--- src/rtl/riscoffee_mem_arbiter.sv ---
// Shared single-port RAM arbiter for the RISCoffee core.
// It arbitrates between instruction fetch (IF) and load/store (MA). MA has
// priority, and an anti-starvation counter forces an IF grant after
// STARVE_LIMIT consecutive MA wins. Grants and RAM commands are combinational
// in the request cycle. Responses come exactly one cycle later and are built
// from a registered response tag and the RAM read word.
module riscoffee_mem_arbiter #(
  parameter int ADDR_WIDTH   = 20,
  parameter int STARVE_LIMIT = 4
) (
  input  logic                  CLK,
  input  logic                  RSTN,
  input  logic                  IF_REQ,
  input  logic [31:0]           IF_ADDR,
  output logic                  IF_GNT,
  output logic                  IF_RVALID,
  output logic                  IF_ERR,
  output logic [31:0]           IF_RDATA,
  input  logic                  MA_REQ,
  input  logic                  MA_WE,
  input  logic [1:0]            MA_SIZE,
  input  logic                  MA_UNSIGNED,
  input  logic [31:0]           MA_ADDR,
  input  logic [31:0]           MA_WDATA,
  output logic                  MA_GNT,
  output logic                  MA_RVALID,
  output logic                  MA_ERR,
  output logic [31:0]           MA_RDATA,
  output logic                  RAM_EN,
  output logic [ADDR_WIDTH-1:0] RAM_ADDR,
  output logic [3:0]            RAM_WE,
  output logic [31:0]           RAM_WDATA,
  input  logic [31:0]           RAM_RDATA
);

  // The counter must be able to hold STARVE_LIMIT itself; a limit of 0 means IF always wins.
  localparam int CW = (STARVE_LIMIT < 1) ? 1 : $clog2(STARVE_LIMIT + 1);
  localparam logic [CW-1:0] LIMIT = CW'(STARVE_LIMIT);

  localparam logic [1:0] SZ_BYTE = 2'd0;
  localparam logic [1:0] SZ_HALF = 2'd1;
  localparam logic [1:0] SZ_WORD = 2'd2;

  // MA misalignment check; the reserved size 3 always counts as an error.
  function automatic logic ma_misaligned(input logic [1:0] size, input logic [1:0] off);
    logic bad;
    case (size)
      SZ_BYTE: bad = 1'b0;
      SZ_HALF: bad = off[0];
      SZ_WORD: bad = (off != 2'b00);
      default: bad = 1'b1;
    endcase
    return bad;
  endfunction

  // Per-byte write enables for an aligned store.
  function automatic logic [3:0] lane_mask(input logic [1:0] size, input logic [1:0] off);
    logic [3:0] m;
    case (size)
      SZ_BYTE: m = 4'b0001 << off;
      SZ_HALF: m = off[1] ? 4'b1100 : 4'b0011;
      default: m = 4'b1111;
    endcase
    return m;
  endfunction

  // The store data is replicated across lanes, so the byte enables alone select the target bytes.
  function automatic logic [31:0] lane_data(input logic [1:0] size, input logic [31:0] wdata);
    logic [31:0] d;
    case (size)
      SZ_BYTE: d = {4{wdata[7:0]}};
      SZ_HALF: d = {2{wdata[15:0]}};
      default: d = wdata;
    endcase
    return d;
  endfunction

  // Pick the addressed lane out of the RAM word and sign- or zero-extend it.
  function automatic logic [31:0] load_extend(input logic [31:0] word, input logic [1:0] size,
                                              input logic uns, input logic [1:0] off);
    logic [7:0]  b;
    logic [15:0] h;
    logic [31:0] r;
    case (off)
      2'd0:    b = word[7:0];
      2'd1:    b = word[15:8];
      2'd2:    b = word[23:16];
      default: b = word[31:24];
    endcase
    h = off[1] ? word[31:16] : word[15:0];
    case (size)
      SZ_BYTE: r = uns ? {24'h000000, b} : {{24{b[7]}}, b};
      SZ_HALF: r = uns ? {16'h0000, h} : {{16{h[15]}}, h};
      default: r = word;
    endcase
    return r;
  endfunction

  logic [CW-1:0] starve_cnt_r;
  logic          if_gnt_s;
  logic          ma_gnt_s;
  logic          if_err_s;
  logic          ma_err_s;

  logic          rsp_valid_r;
  logic          rsp_ma_r;
  logic          rsp_we_r;
  logic [1:0]    rsp_size_r;
  logic          rsp_uns_r;
  logic [1:0]    rsp_off_r;
  logic          rsp_err_r;

  // Address bits above the RAM window are ignored by design.
  logic          unused_s;
  assign unused_s = ^{IF_ADDR, MA_ADDR};

  assign if_err_s = (IF_ADDR[1:0] != 2'b00);
  assign ma_err_s = ma_misaligned(MA_SIZE, MA_ADDR[1:0]);
  assign IF_GNT   = if_gnt_s;
  assign MA_GNT   = ma_gnt_s;

  // Arbitration: MA first, except when IF has already waited through STARVE_LIMIT MA grants.
  always_comb begin
    if_gnt_s = 1'b0;
    ma_gnt_s = 1'b0;
    if (!RSTN) begin
      if_gnt_s = 1'b0;
      ma_gnt_s = 1'b0;
    end else if (MA_REQ && !(IF_REQ && (starve_cnt_r == LIMIT))) begin
      ma_gnt_s = 1'b1;
    end else if (IF_REQ) begin
      if_gnt_s = 1'b1;
    end else begin
      if_gnt_s = 1'b0;
      ma_gnt_s = 1'b0;
    end
  end

  // RAM command for the granted access; misaligned grants leave the RAM untouched.
  always_comb begin
    RAM_EN    = 1'b0;
    RAM_ADDR  = '0;
    RAM_WE    = 4'b0000;
    RAM_WDATA = 32'h0000_0000;
    if (ma_gnt_s && !ma_err_s) begin
      RAM_EN   = 1'b1;
      RAM_ADDR = MA_ADDR[ADDR_WIDTH+1:2];
      if (MA_WE) begin
        RAM_WE    = lane_mask(MA_SIZE, MA_ADDR[1:0]);
        RAM_WDATA = lane_data(MA_SIZE, MA_WDATA);
      end else begin
        RAM_WE    = 4'b0000;
        RAM_WDATA = 32'h0000_0000;
      end
    end else if (if_gnt_s && !if_err_s) begin
      RAM_EN   = 1'b1;
      RAM_ADDR = IF_ADDR[ADDR_WIDTH+1:2];
    end else begin
      RAM_EN = 1'b0;
    end
  end

  // Starvation counter: counts MA grants while IF waits and resets once IF is served or idle.
  always_ff @(posedge CLK or negedge RSTN) begin
    if (!RSTN) begin
      starve_cnt_r <= '0;
    end else if (!IF_REQ || if_gnt_s) begin
      starve_cnt_r <= '0;
    end else if (ma_gnt_s && (starve_cnt_r != LIMIT)) begin
      starve_cnt_r <= starve_cnt_r + CW'(1);
    end else begin
      starve_cnt_r <= starve_cnt_r;
    end
  end

  // Response tag captured at grant; it is valid for exactly the following cycle.
  always_ff @(posedge CLK or negedge RSTN) begin
    if (!RSTN) begin
      rsp_valid_r <= 1'b0;
      rsp_ma_r    <= 1'b0;
      rsp_we_r    <= 1'b0;
      rsp_size_r  <= 2'd0;
      rsp_uns_r   <= 1'b0;
      rsp_off_r   <= 2'd0;
      rsp_err_r   <= 1'b0;
    end else if (ma_gnt_s) begin
      rsp_valid_r <= 1'b1;
      rsp_ma_r    <= 1'b1;
      rsp_we_r    <= MA_WE;
      rsp_size_r  <= MA_SIZE;
      rsp_uns_r   <= MA_UNSIGNED;
      rsp_off_r   <= MA_ADDR[1:0];
      rsp_err_r   <= ma_err_s;
    end else if (if_gnt_s) begin
      rsp_valid_r <= 1'b1;
      rsp_ma_r    <= 1'b0;
      rsp_we_r    <= 1'b0;
      rsp_size_r  <= SZ_WORD;
      rsp_uns_r   <= 1'b0;
      rsp_off_r   <= IF_ADDR[1:0];
      rsp_err_r   <= if_err_s;
    end else begin
      rsp_valid_r <= 1'b0;
      rsp_ma_r    <= rsp_ma_r;
      rsp_we_r    <= rsp_we_r;
      rsp_size_r  <= rsp_size_r;
      rsp_uns_r   <= rsp_uns_r;
      rsp_off_r   <= rsp_off_r;
      rsp_err_r   <= rsp_err_r;
    end
  end

  // Response outputs: data and error are forced to zero outside the owner's valid cycle.
  always_comb begin
    IF_RVALID = 1'b0;
    IF_ERR    = 1'b0;
    IF_RDATA  = 32'h0000_0000;
    MA_RVALID = 1'b0;
    MA_ERR    = 1'b0;
    MA_RDATA  = 32'h0000_0000;
    if (rsp_valid_r && rsp_ma_r) begin
      MA_RVALID = 1'b1;
      MA_ERR    = rsp_err_r;
      if (!rsp_err_r && !rsp_we_r) begin
        MA_RDATA = load_extend(RAM_RDATA, rsp_size_r, rsp_uns_r, rsp_off_r);
      end else begin
        MA_RDATA = 32'h0000_0000;
      end
    end else if (rsp_valid_r) begin
      IF_RVALID = 1'b1;
      IF_ERR    = rsp_err_r;
      if (!rsp_err_r) begin
        IF_RDATA = RAM_RDATA;
      end else begin
        IF_RDATA = 32'h0000_0000;
      end
    end else begin
      IF_RVALID = 1'b0;
      MA_RVALID = 1'b0;
    end
  end

endmodule

--- config.mk ---
export PLATFORM = sky130hd
export DESIGN_NAME = riscoffee_mem_arbiter
export DESIGN_NICKNAME = d
export VERILOG_FILES = /design/src/rtl/riscoffee_mem_arbiter.sv
export SDC_FILE = /design/constraint.sdc
export NUM_CORES = 1
export LEC_CHECK = 0
export ABC_CLOCK_PERIOD_IN_PS = 2250
export BUFFER_PORTS_ARGS = -buffer_cell sky130_fd_sc_hd__buf_4
export CAP_MARGIN = 20
export CELL_PAD_IN_SITES_DETAIL_PLACEMENT = 1
export CELL_PAD_IN_SITES_GLOBAL_PLACEMENT = 2
export CORE_AREA = 4 4 132 134
export CTS_BUF_LIST = sky130_fd_sc_hd__clkbuf_4 sky130_fd_sc_hd__clkbuf_8 sky130_fd_sc_hd__clkbuf_16
export DETAILED_ROUTE_END_ITERATION = 8
export DIE_AREA = 0 0 136 138
export PLACE_DENSITY_LB_ADDON = 0.1
export SLEW_MARGIN = 25
export SYNTH_ARGS = -nofsm -noshare
export SYNTH_HDL_FRONTEND = slang
export SYNTH_SLANG_ARGS = --single-unit
--- constraint.sdc ---
create_clock -name CLK -period 2.25 [get_ports CLK]
set_input_delay 0.225 -clock CLK [delete_from_list [all_inputs] [get_ports CLK]]
set_output_delay 0.225 -clock CLK [all_outputs]
set_load 0.02 [all_outputs]
# Yosys cells after proc, flatten, opt, wreduce, memory -nomap -nowiden
# Index checks and enable logic that the tools add are counted.
# totals
n_memories	0
output_inout_bits	127
mem_bits_ro	0
word_cells	85
input_bits	136
latch_bits	0
register_bits	12
ram_bits	0
# classes
magnitude_cmp	0
muxes	47
shifts	1
multipliers	0
n_addsub	1
n_eq_ne	7
n_reduce_logical	21
div_mod_pow	0
bitwise	0
# ops
op	count
2-to-1 mux 32 bit	9
case mux 32 bit (2 select lines)	2
2-to-1 mux 20 bit	2
case mux 8 bit (3 select lines)	1
2-to-1 mux 1 bit	21
2-to-1 mux 16 bit	1
2-to-1 mux 4 bit	3
2-to-1 mux 2 bit	4
case mux 4 bit (2 select lines)	1
nonzero test 2 bit	4
logical AND 1 bit	7
== test 2 x 1 -> 1 bit, second input constant	3
logical NOT 1 bit	6
logical NOT 2 bit	3
2-to-1 mux 3 bit	2
== test 2 bit, second input constant	2
left shift 1 x 2 -> 4 bit, first input constant	1
adder 3 x 1 -> 3 bit, second input constant	1
== test 3 bit, second input constant	1
inequality test 3 bit, second input constant	1
case mux 1 bit (3 select lines)	1
logical OR 1 bit	1

# Longest topological paths before layout
# depth
depth_word	9
ltp_mapped	8
ltp_nobuf	7

# Worst setup path before layout
# No wires, ideal clock.
# synth_timing
kind	register -> output
startpoint	register starve_cnt_r[0]
endpoint	output port RAM_WE[0]
t_required_ps	2025
arrival_ps	1934
path_slack_ps	91
path_stages_with_launch	6
n_path_buf	0
cell_sequence	dfrtp_1 inv_1 ha_1 nand3_1 nand4_2 a2111oi_0
# synth_between
elab_chain_cells	8
# synth_lines
element	line_no	source
start, declared	99	logic [CW-1:0] starve_cnt_r;
start signal, assigned	170	starve_cnt_r <= starve_cnt_r + CW'(1);
start signal, assigned	172	starve_cnt_r <= starve_cnt_r;
== test 3 bit	129	end else if (MA_REQ && !(IF_REQ && (starve_cnt_r == LIMIT))) begin
logical AND 1 bit	129	
logical NOT 1 bit	129	
logical AND 1 bit	129	
2-to-1 mux 1 bit	129	
2-to-1 mux 1 bit	126	if (!RSTN) begin
logical AND 1 bit	145	if (ma_gnt_s && !ma_err_s) begin
2-to-1 mux 4 bit	145	
end, declared	31	output logic [3:0] RAM_WE,
# No other way between the ends.

# Worst setup path in the final report
# layout_timing
startpoint	register starve_cnt_r[0]
endpoint	output port RAM_ADDR[5]
# layout_between
elab_chain_cells	9
elab_cells_between_ends	12
cone_classes	eq/ne: 1; mux: 6; reduce/logical: 5
# layout_lines
element	line_no	source
== test 3 bit (*)	129	
logical AND 1 bit (*)	129	
logical NOT 1 bit (*)	129	
logical AND 1 bit (*)	129	
2-to-1 mux 1 bit	129	
2-to-1 mux 1 bit	126	
logical AND 1 bit	155	end else if (if_gnt_s && !if_err_s) begin
2-to-1 mux 20 bit	155	
2-to-1 mux 20 bit (*)	145	
end, declared	30	output logic [ADDR_WIDTH-1:0] RAM_ADDR,
# Mark *: on every way between the ends. The rest lies on a longest branch, timed or not.

==> qor.txt <==
Post-synthesis register bit count: 12
Fin crit share: 96.3%
CTS Sinks: 12
Vias in the first global route: 3806
First-pass GRT wire length: 21000 um
Cells after synthesis: 359
CP bufs+invs: 4
Post-Syn Area per Cell: 7.09 sq um
Crit start category: register
Final #Nets: 738
RSZ-0062 raised after global routing: yes
Synthesized cell area: 2540 sq um
Initial antenna violation count: 0
Slew headroom: 62.2%
Vias/cell: 4.33
DRC: 0
Max FO, Critical Path: 5
Ant. Diodes: 0
Count of cell types in the netlist: 52
Reg2reg path depth: 8
Die ar.: 18800 sq um
Layout Utilization: 29.8%
Max Fclk: 462 MHz
Worst path slowest cell: dfrtp_1
Pin count of the biggest net entering global routing: 33
CP arrival: 1940 ps
Hold Path Class: in -> reg
DIE HEIGHT: 138 um
Clk slew on worst S/H paths: 40 ps
Syn_nets: 497
Max-cap check violation count: 0
Reg-to-reg setup timing slack: 630 ps
Standard-cell row count: 47
Final setup fails: 0
CP endpoint: RAM_ADDR[5]
Final setup skew: 1.64 ps
DR WL/cell: 16.7 um
Peak supply drop: 0.195 mV
Final GP Congestion: 0.768
Area Overhead vs Synth: 90.9%
Status: finished clean
Max stage delay on crit path: 390 ps
Routed WL: 13700 um
Effective utilization at floorplan: 15.6%
Worst skew pair latency: 240 ps
Fraction of layout cells with a size suffix above 1: 52.1%
Critical path startpoint: starve_cnt_r[0]
Drt first pass iters: 4
FF-to-FF Start: starve_cnt_r[0]
Post-DP HPWL: 11400 um
Post-layout min period: 2170 ps
# IOs: 263
Worst Tran Pin Value: 565 ps
P_leak: 0.00245 uW
CP cell instances: inv_2, ha_4, a21boi_4, or2_4, nor3_4, buf_12, clkbuf_16, a22o_1, buf_4
Fin. Hold Viols: 0
Vias after detailed routing: 3544
Core ar.: 16300 sq um
Slew Limit Fails: 0
Antenna-violating nets left: 0
WP data required: 2030 ps
Sequential area share after synthesis: 11.8%
DRT iter0 DRCs: 76
R2R Path End: rsp_err_r
Kind of critical path: reg -> out
Port buffer count: 242
GR Util All Layers: 13.5%
Pwr Density: 313 nW/um^2
Gr ovfl total: 0
Final Instance Area: 4860 sq um
Number of synthesis warnings: 0
CP delay by family, top: buffers and inverters
Crit path capture type: output port
Clk buf depth: 2
Area post-placement: 4620 sq um
Crit path depth: 9
CTS H-tree depth: 1
Total CTS buffers: 3
CTS tree: built
Root Buffer: clkbuf_16
Die Wd: 136 um
[sequential cells by signal, summed over array words and instances (netlist names)]
name and cells:
rsp_size_r 2, rsp_valid_r 1, rsp_err_r 1, rsp_ma_r 1, rsp_off_r 2, rsp_we_r 1, rsp_uns_r 1, starve_cnt_r 3
[cell type report]
cell class | count | area, sq um
clock buffers | 4 | 88.8
fillers | 2026 | 11400
inverters | 8 | 30.0
multi-input cells | 308 | 2060
flip-flops and latches | 12 | 300
well taps | 220 | 275
repair buffers | 267 | 2110
[cells in the final DEF, fill, tap and decap left out, types with 9 or more instances in the layout]
cell type,synthesis,routed
a21oi_1,33,33
a22o_1,20,20
and2_1,45,45
buf_4,2,257
dfrtp_1,12,12
mux2i_1,17,17
nand2_1,50,49
nand2_2,9,10
nor2_1,30,30
nor2_4,9,9
o21ai_0,23,23
[metal layers]
metal | share of wire [%] | global-route usage, %
met3 | 11 | 3.85
met4 | 0.34 | 1.22
met5 | 0 | 0
met2 | 49 | 24.3
met1 | 40 | 16.4
[how the worst min path moves through the flow]
stage,cells past startpoint,from,slack [ps],to
2_1_floorplan,0,RSTN,-70,rsp_err_r
3_3_place_gp,1,RSTN,120,rsp_uns_r
3_5_place_dp,1,RSTN,120,starve_cnt_r[0]
4_1_cts,3,MA_UNSIGNED,180,rsp_uns_r
5_1_grt,3,MA_UNSIGNED,200,rsp_uns_r
6_report,3,MA_UNSIGNED,180,rsp_uns_r
[kinds of logic (layout without fill, tap and decap cells)]
group,after synthesis,count (layout),synth area share [%]
buf+inv,39,279,8.90
xor+xnor,1,1,0.344
flops,12,12,11.8
simple gates,172,172,37.4
mux,26,26,10.8
compound gates,107,107,29.8
fa+ha+maj,2,2,0.984
[repair_timing]
item	4_1_cts	5_1_grt
pin swaps	2	5
gates cloned	1	1
setup endpoints to repair	4	29
resized for setup	6	7
hold endpoints to repair	12	0
setup buffers	1	2
hold buffers	1	0
[report_power, final]
part           switching [uW]  internal [uW]  leakage [uW]
Combinational             477            424       0.00226
Sequential               23.7            235      0.000146
Clock                    90.1            268     0.0000442
Total                     591            928       0.00245
[Yosys cell counts (all sizes together)]
library cell / n / area [sq um]
a2111oi: 1 / 8.76
a31oi: 2 / 12.5
and2b: 1 / 7.51
or2: 4 / 27.5
nor2b: 4 / 25.0
buf: 23 / 166
o21ai: 23 / 115
nand3: 7 / 35.0
dfrtp: 12 / 300
ha: 2 / 25.0
clkbuf: 8 / 30.0
nor3: 4 / 36.3
nor2: 40 / 220
o221a: 7 / 78.8
and3: 2 / 17.5
a22o: 20 / 175
o22ai: 3 / 32.5
a21boi: 1 / 7.51
nand2b: 2 / 12.5
o22a: 6 / 52.6
and4bb: 1 / 12.5
inv: 8 / 30.0
mux2: 8 / 90.1
xor2: 1 / 8.76
o2111ai: 1 / 26.3
a22oi: 1 / 7.51
and2: 45 / 282
nand4: 1 / 12.5
o31ai: 2 / 15.0
a32o: 1 / 10.0
nand3b: 1 / 7.51
nand2: 60 / 255
mux2i: 18 / 184
a21oi: 38 / 209
a211oi: 1 / 7.51
[worst min-delay path, delay by kind of cell]
family / cells / cell delay, ps
buffers and inverters: 1 / 80
and+or+nand+nor: 2 / 90
[stage by stage]
stage	setup WS, ps	setup TNS, ps	instances	hold slack, ps	total power (uW)
finish	83.6	0	819	182	1520
detailed placement	255	0	809	122	1160
floorplan	90.7	0	359	-70.6	723
global placement	322	0	809	120	1150
CTS	3.41	0	816	182	1540
global route	-7.29	-15.8	819	202	1630
Power figures use the tool's default switching activity.
